==> config.mk <==
export PLATFORM = sky130hd
export DESIGN_NAME = systolic_feeder
export DESIGN_NICKNAME = d
export VERILOG_FILES = /design/src/rtl/systolic_pkg.sv /design/src/rtl/skew_lane.sv /design/src/rtl/systolic_feeder.sv
export SDC_FILE = /design/constraint.sdc
export NUM_CORES = 1
export LEC_CHECK = 0
export CAP_MARGIN = 25
export CORE_AREA = 4 4 216 218
export DETAILED_ROUTE_END_ITERATION = 10
export DIE_AREA = 0 0 220 222
export GPL_ROUTABILITY_DRIVEN = 0
export GPL_TIMING_DRIVEN = 0
export PLACE_DENSITY = 0.85
export SYNTH_ARGS = -nofsm -noshare
export SYNTH_HDL_FRONTEND = slang
export SYNTH_SLANG_ARGS = --single-unit
==> constraint.sdc <==
create_clock -name clk -period 23.2 [get_ports clk]
set_input_delay 4.64 -clock clk [delete_from_list [all_inputs] [get_ports clk]]
set_output_delay 4.64 -clock clk [all_outputs]
set_load 0.02 [all_outputs]
==> src/rtl/systolic_pkg.sv <==
// Shared types and tile-length helpers for the systolic array front end.
package systolic_pkg;

    typedef enum logic [1:0] {
        StFeed  = 2'd0,
        StDrain = 2'd1,
        StDone  = 2'd2
    } state_e;

    // Zero shifts needed after the last beat so that the deepest lane empties.
    function automatic int unsigned drain_len(input int unsigned dim);
        return 2 * dim - 2;
    endfunction

    // Total array enable pulses in one tile: DIM beats plus the drain.
    function automatic int unsigned tile_en_pulses(input int unsigned dim);
        return 3 * dim - 2;
    endfunction

endpackage

==> src/rtl/skew_lane.sv <==
// One skew lane: a DEPTH-stage delay line that advances only on shift.
module skew_lane #(
    parameter int unsigned WIDTH = 8,
    parameter int unsigned DEPTH = 1
) (
    input  logic             clk,
    input  logic             rst,
    input  logic             shift,
    input  logic [WIDTH-1:0] din,
    output logic [WIDTH-1:0] dout
);

    logic [WIDTH-1:0] r_stage [DEPTH];

    // Delay line: all stages move together so lanes keep their relative skew.
    always_ff @(posedge clk or posedge rst) begin
        if (rst) begin
            for (int unsigned s = 0; s < DEPTH; s++) begin
                r_stage[s] <= '0;
            end
        end else if (shift) begin
            r_stage[0] <= din;
            for (int unsigned s = 1; s < DEPTH; s++) begin
                r_stage[s] <= r_stage[s-1];
            end
        end
    end

    assign dout = r_stage[DEPTH-1];

endmodule

==> src/rtl/systolic_feeder.sv <==
// Feeds skewed A/B vectors into a DIMxDIM systolic MAC array and drains the
// tile with zeros before pulsing done.
module systolic_feeder
    import systolic_pkg::*;
#(
    parameter int unsigned BITS_AB = 8,
    parameter int unsigned DIM     = 8
) (
    input  logic                   clk,
    input  logic                   rst,
    input  logic                   in_valid,
    output logic                   in_ready,
    input  logic [DIM*BITS_AB-1:0] a_vec,
    input  logic [DIM*BITS_AB-1:0] b_vec,
    input  logic                   hold,
    output logic [DIM*BITS_AB-1:0] A,
    output logic [DIM*BITS_AB-1:0] B,
    output logic                   en,
    output logic                   busy,
    output logic                   done
);

    localparam int unsigned CNT_W = $clog2(2 * DIM + 1);
    localparam logic [CNT_W-1:0] LAST_BEAT  = CNT_W'(DIM - 1);
    localparam logic [CNT_W-1:0] DRAIN_INIT = CNT_W'(drain_len(DIM));

    state_e             r_state, w_state_nxt;
    logic [CNT_W-1:0]   r_beat_cnt, w_beat_cnt_nxt;
    logic [CNT_W-1:0]   r_drain_cnt, w_drain_cnt_nxt;
    logic               r_en, r_done;
    logic               w_shift, w_feed;

    assign w_feed = (r_state == StFeed);

    // State register and counters.
    always_ff @(posedge clk or posedge rst) begin
        if (rst) begin
            r_state     <= StFeed;
            r_beat_cnt  <= '0;
            r_drain_cnt <= '0;
        end else begin
            r_state     <= w_state_nxt;
            r_beat_cnt  <= w_beat_cnt_nxt;
            r_drain_cnt <= w_drain_cnt_nxt;
        end
    end

    // Next state, handshake and shift decision; hold blocks every shift.
    always_comb begin
        w_state_nxt     = r_state;
        w_beat_cnt_nxt  = r_beat_cnt;
        w_drain_cnt_nxt = r_drain_cnt;
        in_ready        = 1'b0;
        w_shift         = 1'b0;
        unique case (r_state)
            StFeed: begin
                in_ready = ~hold;
                w_shift  = in_valid & ~hold;
                if (w_shift) begin
                    w_beat_cnt_nxt = r_beat_cnt + 1'b1;
                    if (r_beat_cnt == LAST_BEAT) begin
                        if (DIM == 1) begin
                            w_state_nxt = StDone;
                        end else begin
                            w_state_nxt     = StDrain;
                            w_drain_cnt_nxt = DRAIN_INIT;
                        end
                    end
                end
            end
            StDrain: begin
                if (!hold) begin
                    w_shift         = 1'b1;
                    w_drain_cnt_nxt = r_drain_cnt - 1'b1;
                    if (r_drain_cnt == CNT_W'(1)) begin
                        w_state_nxt = StDone;
                    end
                end
            end
            StDone: begin
                w_state_nxt    = StFeed;
                w_beat_cnt_nxt = '0;
            end
            default: begin
                w_state_nxt = StFeed;
            end
        endcase
    end

    // en marks the cycle new skewed values appear; done follows the DONE state.
    always_ff @(posedge clk or posedge rst) begin
        if (rst) begin
            r_en   <= 1'b0;
            r_done <= 1'b0;
        end else begin
            r_en   <= w_shift;
            r_done <= (r_state == StDone);
        end
    end

    assign en   = r_en;
    assign done = r_done;
    assign busy = (r_beat_cnt != '0) | (r_state == StDrain);

    for (genvar g = 0; g < DIM; g++) begin : g_lane
        logic [BITS_AB-1:0] w_a_in, w_b_in;

        // Drain pushes zeros so every lane is empty at the next tile start.
        assign w_a_in = w_feed ? a_vec[g*BITS_AB +: BITS_AB] : '0;
        assign w_b_in = w_feed ? b_vec[g*BITS_AB +: BITS_AB] : '0;

        skew_lane #(
            .WIDTH(BITS_AB),
            .DEPTH(g + 1)
        ) u_lane_a (
            .clk  (clk),
            .rst  (rst),
            .shift(w_shift),
            .din  (w_a_in),
            .dout (A[g*BITS_AB +: BITS_AB])
        );

        skew_lane #(
            .WIDTH(BITS_AB),
            .DEPTH(g + 1)
        ) u_lane_b (
            .clk  (clk),
            .rst  (rst),
            .shift(w_shift),
            .din  (w_b_in),
            .dout (B[g*BITS_AB +: BITS_AB])
        );
    end

endmodule
==> flow_summary.html, run 1 <==
<table>
<tr><th>Metric</th><th>Value</th></tr>
<tr><th colspan="2">Power and ir drop</th></tr>
<tr><td>Internal power component</td><td>2960 uW</td></tr>
<tr><td>Leakage power summed over all cells</td><td>0.0148 uW</td></tr>
<tr><td>Power spent charging and discharging nets</td><td>~1200 uW</td></tr>
<tr><td>Sw Share</td><td>0.283</td></tr>
<tr><td>Combinational cell fraction of total power</td><td>0.352</td></tr>
<tr><td>Relative contribution of sequential cells to total power</td><td>0.425</td></tr>
<tr><td>Clock share of power</td><td>0.222</td></tr>
<tr><td>Pwr dens</td><td>139 mW/mm^2</td></tr>
<tr><td>Maximum ir drop on the vdd rail</td><td>0.0000832 V</td></tr>
<tr><th colspan="2">Critical path</th></tr>
<tr><td>Most common cell on crit path</td><td>clkdlybuf4s50_1</td></tr>
<tr><td>Arrival time of the worst setup path</td><td>about 6.2 ns</td></tr>
<tr><td>Delay contributed by the slowest stage of the critical path</td><td>0.68 ns</td></tr>
<tr><td>Reg-to-Reg Start</td><td>r_state[1]$_DFFE_PP0P_</td></tr>
<tr><td>Worst R2R End</td><td>g_lane[0].u_lane_a.dout[3]$_DFFE_PP0P_</td></tr>
<tr><td>Crit. End Element</td><td>output port</td></tr>
<tr><td>Cell-by-cell listing of the critical path</td><td>clkdlybuf4s50_1 -&gt; nor3_1 -&gt; clkdlybuf4s50_1</td></tr>
<tr><td>Worst-path fanout max</td><td>8</td></tr>
<tr><td>Reg2Reg Depth</td><td>5</td></tr>
<tr><td>Crit path launch type</td><td>input pin</td></tr>
<tr><td>Setup slack of the most critical reg-to-reg path</td><td>20.78 ns</td></tr>
<tr><td>Critical path class</td><td>in2out</td></tr>
<tr><td>Endpoint required time on the critical path</td><td>18.56 ns</td></tr>
<tr><td>Crit-path slowest cell</td><td>clkdlybuf4s50_1</td></tr>
<tr><th colspan="2">Clock network</th></tr>
<tr><td>Hold-fix buffers at CTS</td><td>0</td></tr>
<tr><td>Resized cells post-CTS</td><td>0</td></tr>
<tr><td>Clock tree from TritonCTS</td><td>done</td></tr>
<tr><td>Cts bufs inserted</td><td>between 50 and 60</td></tr>
<tr><td>Level count of the clock H-tree</td><td>2</td></tr>
<tr><td>Clk Latency, worst-skew pair</td><td>roughly 0.6 ns</td></tr>
<tr><td>Number of clock sinks</td><td>roughly 600</td></tr>
<tr><td>Clock Tree Buf Depth</td><td>3</td></tr>
<tr><td>Number of buffers inserted to repair setup after CTS</td><td>0</td></tr>
<tr><td>Clock Tree Root</td><td>clkbuf_16</td></tr>
<tr><td>CTS clock-pin slew for the worst setup and hold paths</td><td>~0.060 ns</td></tr>
<tr><th colspan="2">STA</th></tr>
<tr><td>Max-slew violation count</td><td>0</td></tr>
<tr><td>Worst clock skew</td><td>between 0.015 and 0.02 ns</td></tr>
<tr><td>Slew @ Worst Pin</td><td>about 0.84 ns</td></tr>
<tr><td>Final cycle utilization of the critical path</td><td>0.466</td></tr>
<tr><td>Highest attainable clock frequency</td><td>about 93 MHz</td></tr>
<tr><td>Count of final setup violators</td><td>0</td></tr>
<tr><td>Hold Fails Final Rpt</td><td>0</td></tr>
<tr><td>Minimum clock period</td><td>10.81 ns</td></tr>
<tr><td>Slew Limit Headroom</td><td>0.437</td></tr>
<tr><td>Minimum hold slack</td><td>0.494 ns</td></tr>
<tr><td>Unrepaired setup endpoints after global routing</td><td>false</td></tr>
<tr><th colspan="2">Synthesis</th></tr>
<tr><td>Gate count of the mapped netlist</td><td>1,420</td></tr>
<tr><td>Count of yosys warnings during synthesis</td><td>0</td></tr>
<tr><td>Share of flip-flops with an asynchronous set or reset</td><td>1.00</td></tr>
<tr><td>Post-synth EDFFs</td><td>0</td></tr>
<tr><td>Cell taking the most area after synthesis</td><td>dfrtp_1</td></tr>
<tr><td>Cells taking the most area after synthesis</td><td>dfrtp_1 (61%), mux2_4 (25%), a22o_1 (4.6%), buf_4 (3.6%), mux2_2 (2.2%)</td></tr>
<tr><td>Number of library cell types mapped by synthesis</td><td>37</td></tr>
<tr><td>Most instantiated cells after synthesis</td><td>dfrtp_1 (590), mux2_4 (400), a22o_1 (129)</td></tr>
<tr><td>Average size of a mapped cell</td><td>17.2 sq um</td></tr>
<tr><td>Most common cell in the synthesized netlist</td><td>dfrtp_1</td></tr>
<tr><td>Leading register cell type out of synthesis</td><td>dfrtp_1</td></tr>
<tr><td>Total of flip-flops plus latches after synthesis</td><td>590</td></tr>
<tr><td>Post-synthesis net count</td><td>1,556</td></tr>
<tr><td>Cell area after technology mapping</td><td>0.0244 sq mm</td></tr>
<tr><td>Top-area cell type share of the netlist area</td><td>0.606</td></tr>
<tr><td>Portion of the post-synthesis area used by sequential elements</td><td>0.606</td></tr>
<tr><th colspan="2">Global routing</th></tr>
<tr><td>Total Routing Usage GR</td><td>0.195</td></tr>
<tr><td>Global route overflow</td><td>0</td></tr>
<tr><td>Via count of the first global-routing pass</td><td>between 10,000 and 15,000</td></tr>
<tr><td>Wire length of the first global-routing pass</td><td>about 76,000 um</td></tr>
<tr><td>Pin count of the biggest net entering global routing</td><td>133</td></tr>
<tr><td>Antenna violations before repair</td><td>4</td></tr>
<tr><th colspan="2">Final layout</th></tr>
<tr><td>Area taken by multi-input logic gates</td><td>0.00802 sq mm</td></tr>
<tr><td>Filler cell count in the final layout</td><td>3,017</td></tr>
<tr><td>Total area of sequential cells</td><td>0.0148 sq mm</td></tr>
<tr><td>Layout Nets</td><td>1,883</td></tr>
<tr><td>Fraction of final layout cells with drive strength greater than 1</td><td>0.410</td></tr>
<tr><td>Final non-filler cell area</td><td>just under 0.03 sq mm</td></tr>
<tr><td>Layout-stage area growth over the synthesis result</td><td>22.0%</td></tr>
<tr><td>Number of standard cells in the layout, taps in and fillers out</td><td>2,388</td></tr>
<tr><th colspan="2">Floorplanning</th></tr>
<tr><td>Initial Utilization</td><td>0.543</td></tr>
<tr><td>Core box area</td><td>0.0449 sq mm</td></tr>
<tr><td>Overall die height</td><td>approximately 220 um</td></tr>
<tr><td>Die span in x</td><td>approximately 220 um</td></tr>
<tr><td>FP Rows</td><td>78</td></tr>
<tr><td>Die Outline Area</td><td>0.0488 sq mm</td></tr>
<tr><td>IO Count</td><td>between 200 and 300</td></tr>
<tr><th colspan="2">Routing</th></tr>
<tr><td>Post-detailed-route via-to-cell ratio</td><td>5.17</td></tr>
<tr><td>DRC violations left</td><td>0</td></tr>
<tr><td>ANT nets after route</td><td>0</td></tr>
<tr><td>Total number of vias</td><td>12,300</td></tr>
<tr><td>DR pass1 iterations</td><td>4</td></tr>
<tr><td>Post-detailed-routing wire length</td><td>47,400 um</td></tr>
<tr><td>Post-detailed-route wirelength per cell</td><td>19.9 um</td></tr>
<tr><td>First DRT Iteration DRCs</td><td>611</td></tr>
<tr><th colspan="2">Hold path</th></tr>
<tr><td>Launch point of the worst hold path</td><td>g_lane[7].u_lane_b.r_stage[48]$_DFFE_PP0P_</td></tr>
<tr><td>Terminating pin of the worst hold path</td><td>g_lane[7].u_lane_b.r_stage[40]$_DFFE_PP0P_</td></tr>
<tr><td>Class of the most critical hold timing path</td><td>reg2reg</td></tr>
<tr><td>Count of cells along the worst hold path</td><td>1</td></tr>
<tr><th colspan="2">Flow run</th></tr>
<tr><td>Number of max-cap violations</td><td>0</td></tr>
<tr><th colspan="2">Placement</th></tr>
<tr><td>Placed cell count</td><td>about 2,300</td></tr>
<tr><td>Half-perimeter wire length after detailed placement</td><td>between 30,000 and 40,000 um</td></tr>
<tr><td>Number of port buffers</td><td>around 260</td></tr>
<tr><td>Placed instance area</td><td>about 0.028 sq mm</td></tr>
<tr><th colspan="2">Run status</th></tr>
<tr><td>Status</td><td>completed</td></tr>
</table>
[cells in the final DEF (no fill, tap or decap), types with 2 or more instances in the layout]
master           instances
nand3_1                  2
mux2_4                 400
a21oi_1                  5
clkinvlp_4               3
clkbuf_8                14
nor3_1                   2
buf_4                  116
bufinv_16                2
clkbuf_16               59
diode_2                  2
ha_1                     4
nor2_1                   4
mux2_2                  48
a22o_1                 129
o21ai_0                  6
buf_6                   47
clkinv_2                 8
inv_1                    9
buf_16                   4
nor4b_1                  2
or3_1                    4
dfrtp_1                590
nand2_1                  2
buf_2                   24
clkdlybuf4s50_1        263
clkbuf_1                17
[layout make-up]
type                            count  share of cell area
Inverter                           10             0.00151
Antenna cell                        2            0.000168
Clock buffer                       84              0.0575
Timing Repair Buffer              267              0.0922
Multi-Input combinational cell    626               0.270
Clock inverter                     15             0.00509
Buffer                            194              0.0520
Tap cell                          600              0.0252
Sequential cell                   590               0.496
[worst max-delay path, delay by kind of cell]
family	cells	cell delay, ns
and+or+nand+nor	1	0.30
buffers and inverters	2	1.22
[per-layer routing]
layer	up-vias	wire, um	GRT usage
met5	-	27	0
li1	5600	-	-
met4	4	1230	0.0630
met1	6402	21000	0.266
met2	248	23000	0.315
met3	93	2210	0.0408
[kinds of logic after synthesis]
| group | share of synthesized area |
|---|---|
| and+or+nand+nor | 0.00606 |
| AOI/OAI and AO/OA | 0.0524 |
| adders and majority gates | 0.00205 |
| muxes | 0.269 |
| DFF | 0.606 |
| buffers and inverters | 0.0650 |
[worst max path at each step]
stage	start	endpoint	slack (ns)	cells past startpoint
after detailed placement	hold	in_ready	12.44	3
after floorplan	rst	done$_DFF_PP0_	2.05	1
after CTS	hold	in_ready	12.43	3
final	hold	in_ready	12.39	3
after global placement	rst	g_lane[6].u_lane_a.r_stage[25]$_DFFE_PP0P_	-3.57	2
after global routing	hold	in_ready	12.37	3
[power groups by stage]
stage	Combinational [uW]	Clock [uW]	Sequential [uW]
after floorplan	1090	0	1680
after global placement	1410	0	1740
after detailed placement	1460	0	1760
after CTS	1470	938	1760
after global routing	1540	984	1810
final	1450	918	1760
[flip-flops by register name, summed over array words and instances, names as in the netlist]
register	count
g_lane.u_lane_a.r_stage	224
g_lane.u_lane_b.r_stage	224
g_lane.u_lane_a.dout	64
g_lane.u_lane_b.dout	64
r_beat_cnt	5
r_drain_cnt	5
r_state	2
done	1
en	1
[stage by stage]
stage          power [uW]  setup TNS, ns  utilization  setup WS (ns)
3_3_place_gp         3150       -2055.09        0.618          -3.57
6_report             4130              0        0.662          12.39
2_1_floorplan        2780              0            -           2.05
5_1_grt              4340              0        0.662          12.37
3_5_place_dp         3220              0        0.621          12.44
4_1_cts              4170              0        0.662          12.43
(Power assumes the default switching activity.)
==> run 2, diff against run 1 <==
CORE_AREA = 4 4 224 226   (was 4 4 216 218)
DIE_AREA = 0 0 228 230   (was 0 0 220 222)
PLACE_DENSITY = 0.84   (was 0.85)
clock period = 9.17 ns   (was 23.2 ns; I/O delays follow)
==> run 2 against run 1 <==
Clock skew decreased by 0.0037 ns; sequential share of layout area decreased by 0.68 points; first-iteration DRC count decreased by 25%; routed wire length increased by 0.15%; core utilization decreased by 3.9 points; count of clock-buffer cells in the layout decreased by 1; die area increased by 7.4%; combinational power increased to 2.5 times the previous value; sequential power increased to 2.5 times the previous value; non-clock buffer count increased by 11; hold slack improved by 0.0043 ns; setup slack got worse by 8.5 ns; largest cell class unchanged; largest power group unchanged.
==> flow_summary.html, run 2 (synthesis results as in run 1) <==
<table>
<tr><th>Metric</th><th>Value</th></tr>
<tr><th colspan="2">Critical path</th></tr>
<tr><td>Setup slack of the most critical reg-to-reg path</td><td>6.82 ns (-13.96 ns)</td></tr>
<tr><td>Family with the most delay on the worst path</td><td>buffers and inverters</td></tr>
<tr><td>Crit. End Element</td><td>output port</td></tr>
<tr><td>Endpoint required time on the critical path</td><td>7.34 ns (-11.22 ns)</td></tr>
<tr><td>Path length in cells of the critical path</td><td>3 (unchanged)</td></tr>
<tr><td>Critical path class</td><td>in2out</td></tr>
<tr><td>Delay contributed by the slowest stage of the critical path</td><td>0.68 ns (about the same)</td></tr>
<tr><td>Buffers plus inverters on the worst setup path</td><td>2 (unchanged)</td></tr>
<tr><td>Worst R2R End</td><td>g_lane[0].u_lane_a.dout[7]$_DFFE_PP0P_</td></tr>
<tr><td>Cell-by-cell listing of the critical path</td><td>clkdlybuf4s50_1 -&gt; nor3_1 -&gt; clkdlybuf4s50_1</td></tr>
<tr><td>Most common cell on crit path</td><td>clkdlybuf4s50_1</td></tr>
<tr><td>Crit path launch type</td><td>input pin</td></tr>
<tr><td>Reg-to-Reg Start</td><td>r_state[1]$_DFFE_PP0P_</td></tr>
<tr><td>Arrival time of the worst setup path</td><td>3.42 ns (-2.75 ns)</td></tr>
<tr><td>Worst-path fanout max</td><td>8 (unchanged)</td></tr>
<tr><td>Crit-path slowest cell</td><td>clkdlybuf4s50_1</td></tr>
<tr><td>Reg2Reg Depth</td><td>5 (unchanged)</td></tr>
<tr><th colspan="2">Clock network</th></tr>
<tr><td>CTS clock-pin slew for the worst setup and hold paths</td><td>0.06 ns (about the same)</td></tr>
<tr><td>Clock Tree Root</td><td>clkbuf_16</td></tr>
<tr><td>Resized cells post-CTS</td><td>0 (unchanged)</td></tr>
<tr><td>Clk Latency, worst-skew pair</td><td>0.60 ns (about the same)</td></tr>
<tr><td>Clock tree from TritonCTS</td><td>done</td></tr>
<tr><td>Number of clock sinks</td><td>590 (unchanged)</td></tr>
<tr><td>Clock Tree Buf Depth</td><td>3 (unchanged)</td></tr>
<tr><td>Number of buffers inserted to repair setup after CTS</td><td>0 (unchanged)</td></tr>
<tr><td>Cts bufs inserted</td><td>60 (+3.4%)</td></tr>
<tr><td>Level count of the clock H-tree</td><td>2 (unchanged)</td></tr>
<tr><td>Hold-fix buffers at CTS</td><td>0 (unchanged)</td></tr>
<tr><th colspan="2">Global routing</th></tr>
<tr><td>Pin count of the biggest net entering global routing</td><td>46 (-65%)</td></tr>
<tr><td>Wire length of the first global-routing pass</td><td>77,900 um (+2.1%)</td></tr>
<tr><td>Via count of the first global-routing pass</td><td>14,100 (+2.6%)</td></tr>
<tr><td>Total Routing Usage GR</td><td>0.182 (-0.0127)</td></tr>
<tr><td>Global route overflow</td><td>0 (unchanged)</td></tr>
<tr><td>Antenna violations before repair</td><td>5 (+1)</td></tr>
<tr><th colspan="2">Routing</th></tr>
<tr><td>First DRT Iteration DRCs</td><td>461 (-25%)</td></tr>
<tr><td>Post-detailed-route via-to-cell ratio</td><td>5.13 (-0.79%)</td></tr>
<tr><td>Post-detailed-routing wire length</td><td>47,500 um (+0.15%)</td></tr>
<tr><td>Post-detailed-route wirelength per cell</td><td>19.5 um (-1.6%)</td></tr>
<tr><td>DR pass1 iterations</td><td>5 (+1)</td></tr>
<tr><td>Total number of vias</td><td>12,500 (+1.0%)</td></tr>
<tr><td>DRC violations left</td><td>0 (unchanged)</td></tr>
<tr><td>ANT nets after route</td><td>0 (unchanged)</td></tr>
<tr><th colspan="2">STA</th></tr>
<tr><td>Slew Limit Headroom</td><td>0.451 (+0.0140)</td></tr>
<tr><td>Final cycle utilization of the critical path</td><td>0.573</td></tr>
<tr><td>Minimum clock period</td><td>5.26 ns</td></tr>
<tr><td>Hold Fails Final Rpt</td><td>0 (unchanged)</td></tr>
<tr><td>Max-slew violation count</td><td>0 (unchanged)</td></tr>
<tr><td>Worst clock skew</td><td>0.0159 ns (-0.00367 ns)</td></tr>
<tr><td>TNS Setup</td><td>0 ns (unchanged)</td></tr>
<tr><td>Unrepaired setup endpoints after global routing</td><td>false</td></tr>
<tr><td>Highest attainable clock frequency</td><td>approximately 190 MHz</td></tr>
<tr><td>Count of final setup violators</td><td>0 (unchanged)</td></tr>
<tr><td>Slew @ Worst Pin</td><td>0.823 ns (-0.0210 ns)</td></tr>
<tr><th colspan="2">Floorplanning</th></tr>
<tr><td>Die span in x</td><td>228 um (+3.6%)</td></tr>
<tr><td>FP Rows</td><td>81 (+3.8%)</td></tr>
<tr><td>Core box area</td><td>0.0483 sq mm (+7.7%)</td></tr>
<tr><td>IO Count</td><td>264 (unchanged)</td></tr>
<tr><td>Die Outline Area</td><td>0.0524 sq mm (+7.4%)</td></tr>
<tr><td>Overall die height</td><td>230 um (+3.6%)</td></tr>
<tr><td>Initial Utilization</td><td>0.504 (-0.0387)</td></tr>
<tr><th colspan="2">Final layout</th></tr>
<tr><td>Most common cell after layout, fill and taps aside</td><td>dfrtp_1</td></tr>
<tr><td>Top Registers</td><td>g_lane.u_lane_a.r_stage (224), g_lane.u_lane_b.r_stage (224)</td></tr>
<tr><td>Highest-count cells in the layout ignoring fill and taps</td><td>dfrtp_1 (590), mux2_4 (400), clkdlybuf4s50_1 (263)</td></tr>
<tr><td>Layout Nets</td><td>1,896 (+0.69%)</td></tr>
<tr><td>Fraction of final layout cells with drive strength greater than 1</td><td>0.415 (+0.00552)</td></tr>
<tr><td>Layout-stage area growth over the synthesis result</td><td>23.7%</td></tr>
<tr><td>Final non-filler cell area</td><td>0.0302 sq mm (+1.4%)</td></tr>
<tr><th colspan="2">Hold path</th></tr>
<tr><td>Count of cells along the worst hold path</td><td>1 (unchanged)</td></tr>
<tr><td>Launch point of the worst hold path</td><td>g_lane[6].u_lane_b.r_stage[51]$_DFFE_PP0P_</td></tr>
<tr><td>Terminating pin of the worst hold path</td><td>g_lane[6].u_lane_b.r_stage[51]$_DFFE_PP0P_</td></tr>
<tr><td>Class of the most critical hold timing path</td><td>reg2reg</td></tr>
<tr><th colspan="2">Power and ir drop</th></tr>
<tr><td>Maximum ir drop on the vdd rail</td><td>0.000223 V (+170%)</td></tr>
<tr><td>Leakage power summed over all cells</td><td>0.0150 uW (+1.2%)</td></tr>
<tr><td>Pwr dens</td><td>353 mW/mm^2 (+150%)</td></tr>
<tr><th colspan="2">Run status</th></tr>
<tr><td>Status</td><td>completed</td></tr>
<tr><th colspan="2">Placement</th></tr>
<tr><td>Number of port buffers</td><td>263 (unchanged)</td></tr>
<tr><td>Placed instance area</td><td>0.0281 sq mm (+0.77%)</td></tr>
<tr><td>Half-perimeter wire length after detailed placement</td><td>33,000 um (+4.2%)</td></tr>
<tr><th colspan="2">Flow run</th></tr>
<tr><td>Number of max-cap violations</td><td>0 (unchanged)</td></tr>
</table>
run 2: worst max-delay path by stage:
stage / from / end / slack, ns
CTS: hold / in_ready / 3.95
floorplan: rst / done$_DFF_PP0_ / -0.71
detailed placement: hold / in_ready / 3.97
global placement: rst / g_lane[6].u_lane_a.r_stage[17]$_DFFE_PP0P_ / -3.79
global route: hold / in_ready / 3.87
finish: hold / in_ready / 3.91
run 2: worst reg2reg max path, cell delays in order (launching register included):
cell and delay (ns):
dfrtp_1 0.37, clkbuf_1 0.21, nor3_1 0.41, clkbuf_1 0.67, buf_2 0.43, a22o_1 0.19
run 2: per-stage QoR:
step | util | instances | worst slack [ns] | hold WS (ns) | total power (uW)
6_report | 0.624 | 2431 | 3.91 | 0.498 | 10600
5_1_grt | 0.624 | 2430 | 3.87 | 0.512 | 11200
4_1_cts | 0.624 | 2430 | 3.95 | 0.501 | 10800
3_5_place_dp | 0.581 | 2320 | 3.97 | 0.488 | 8170
3_3_place_gp | 0.575 | 2305 | -3.79 | 0.482 | 7990
2_1_floorplan | - | 1420 | -0.707 | 0.467 | 7030
run 2: where the power goes:
part / total, uW / switching (uW) / leakage, uW / internal (uW)
registers: 4440 / 697 / 0.00745 / 3740
clock network: 2530 / 996 / 0.00101 / 1530
logic: 3680 / 1270 / 0.00649 / 2410
run 2: layout make-up:
class                   count  area, sq um
fillers                  3391        18200
flip-flops and latches    590        14800
multi-input cells         626         8020
repair buffers            278         2930
clock buffers              83         1680
plain buffers             194         1550
well taps                 622          778
clock inverters            27          387
inverters                  10         41.3
diodes                      1         2.50
run 2: routing by layer:
| metal | share of wire | vias up | track usage |
|---|---|---|---|
| met1 | 0.44 | 6529 | 0.244 |
| met4 | 0.021 | 6 | 0.0496 |
| met3 | 0.048 | 69 | 0.0413 |
| li1 | - | 5618 | - |
| met5 | 0.00076 | - | 0 |
| met2 | 0.49 | 248 | 0.304 |
==> run 3, diff against run 2 <==
clock period = 4.3 ns   (was 9.17 ns; I/O delays follow)
==> results of run 3 <==
Same layout as run 2 (identical final DEF). Status: completed.
Main changes from that run: setup slack after placement 3.97 ns -> 0.868 ns; setup slack after layout 3.91 ns -> 0.992 ns; register-to-register setup slack 6.82 ns -> 1.95 ns; total power 10600 uW -> 22700 uW; worst IR drop on VDD 0.000223 V -> 0.000475 V
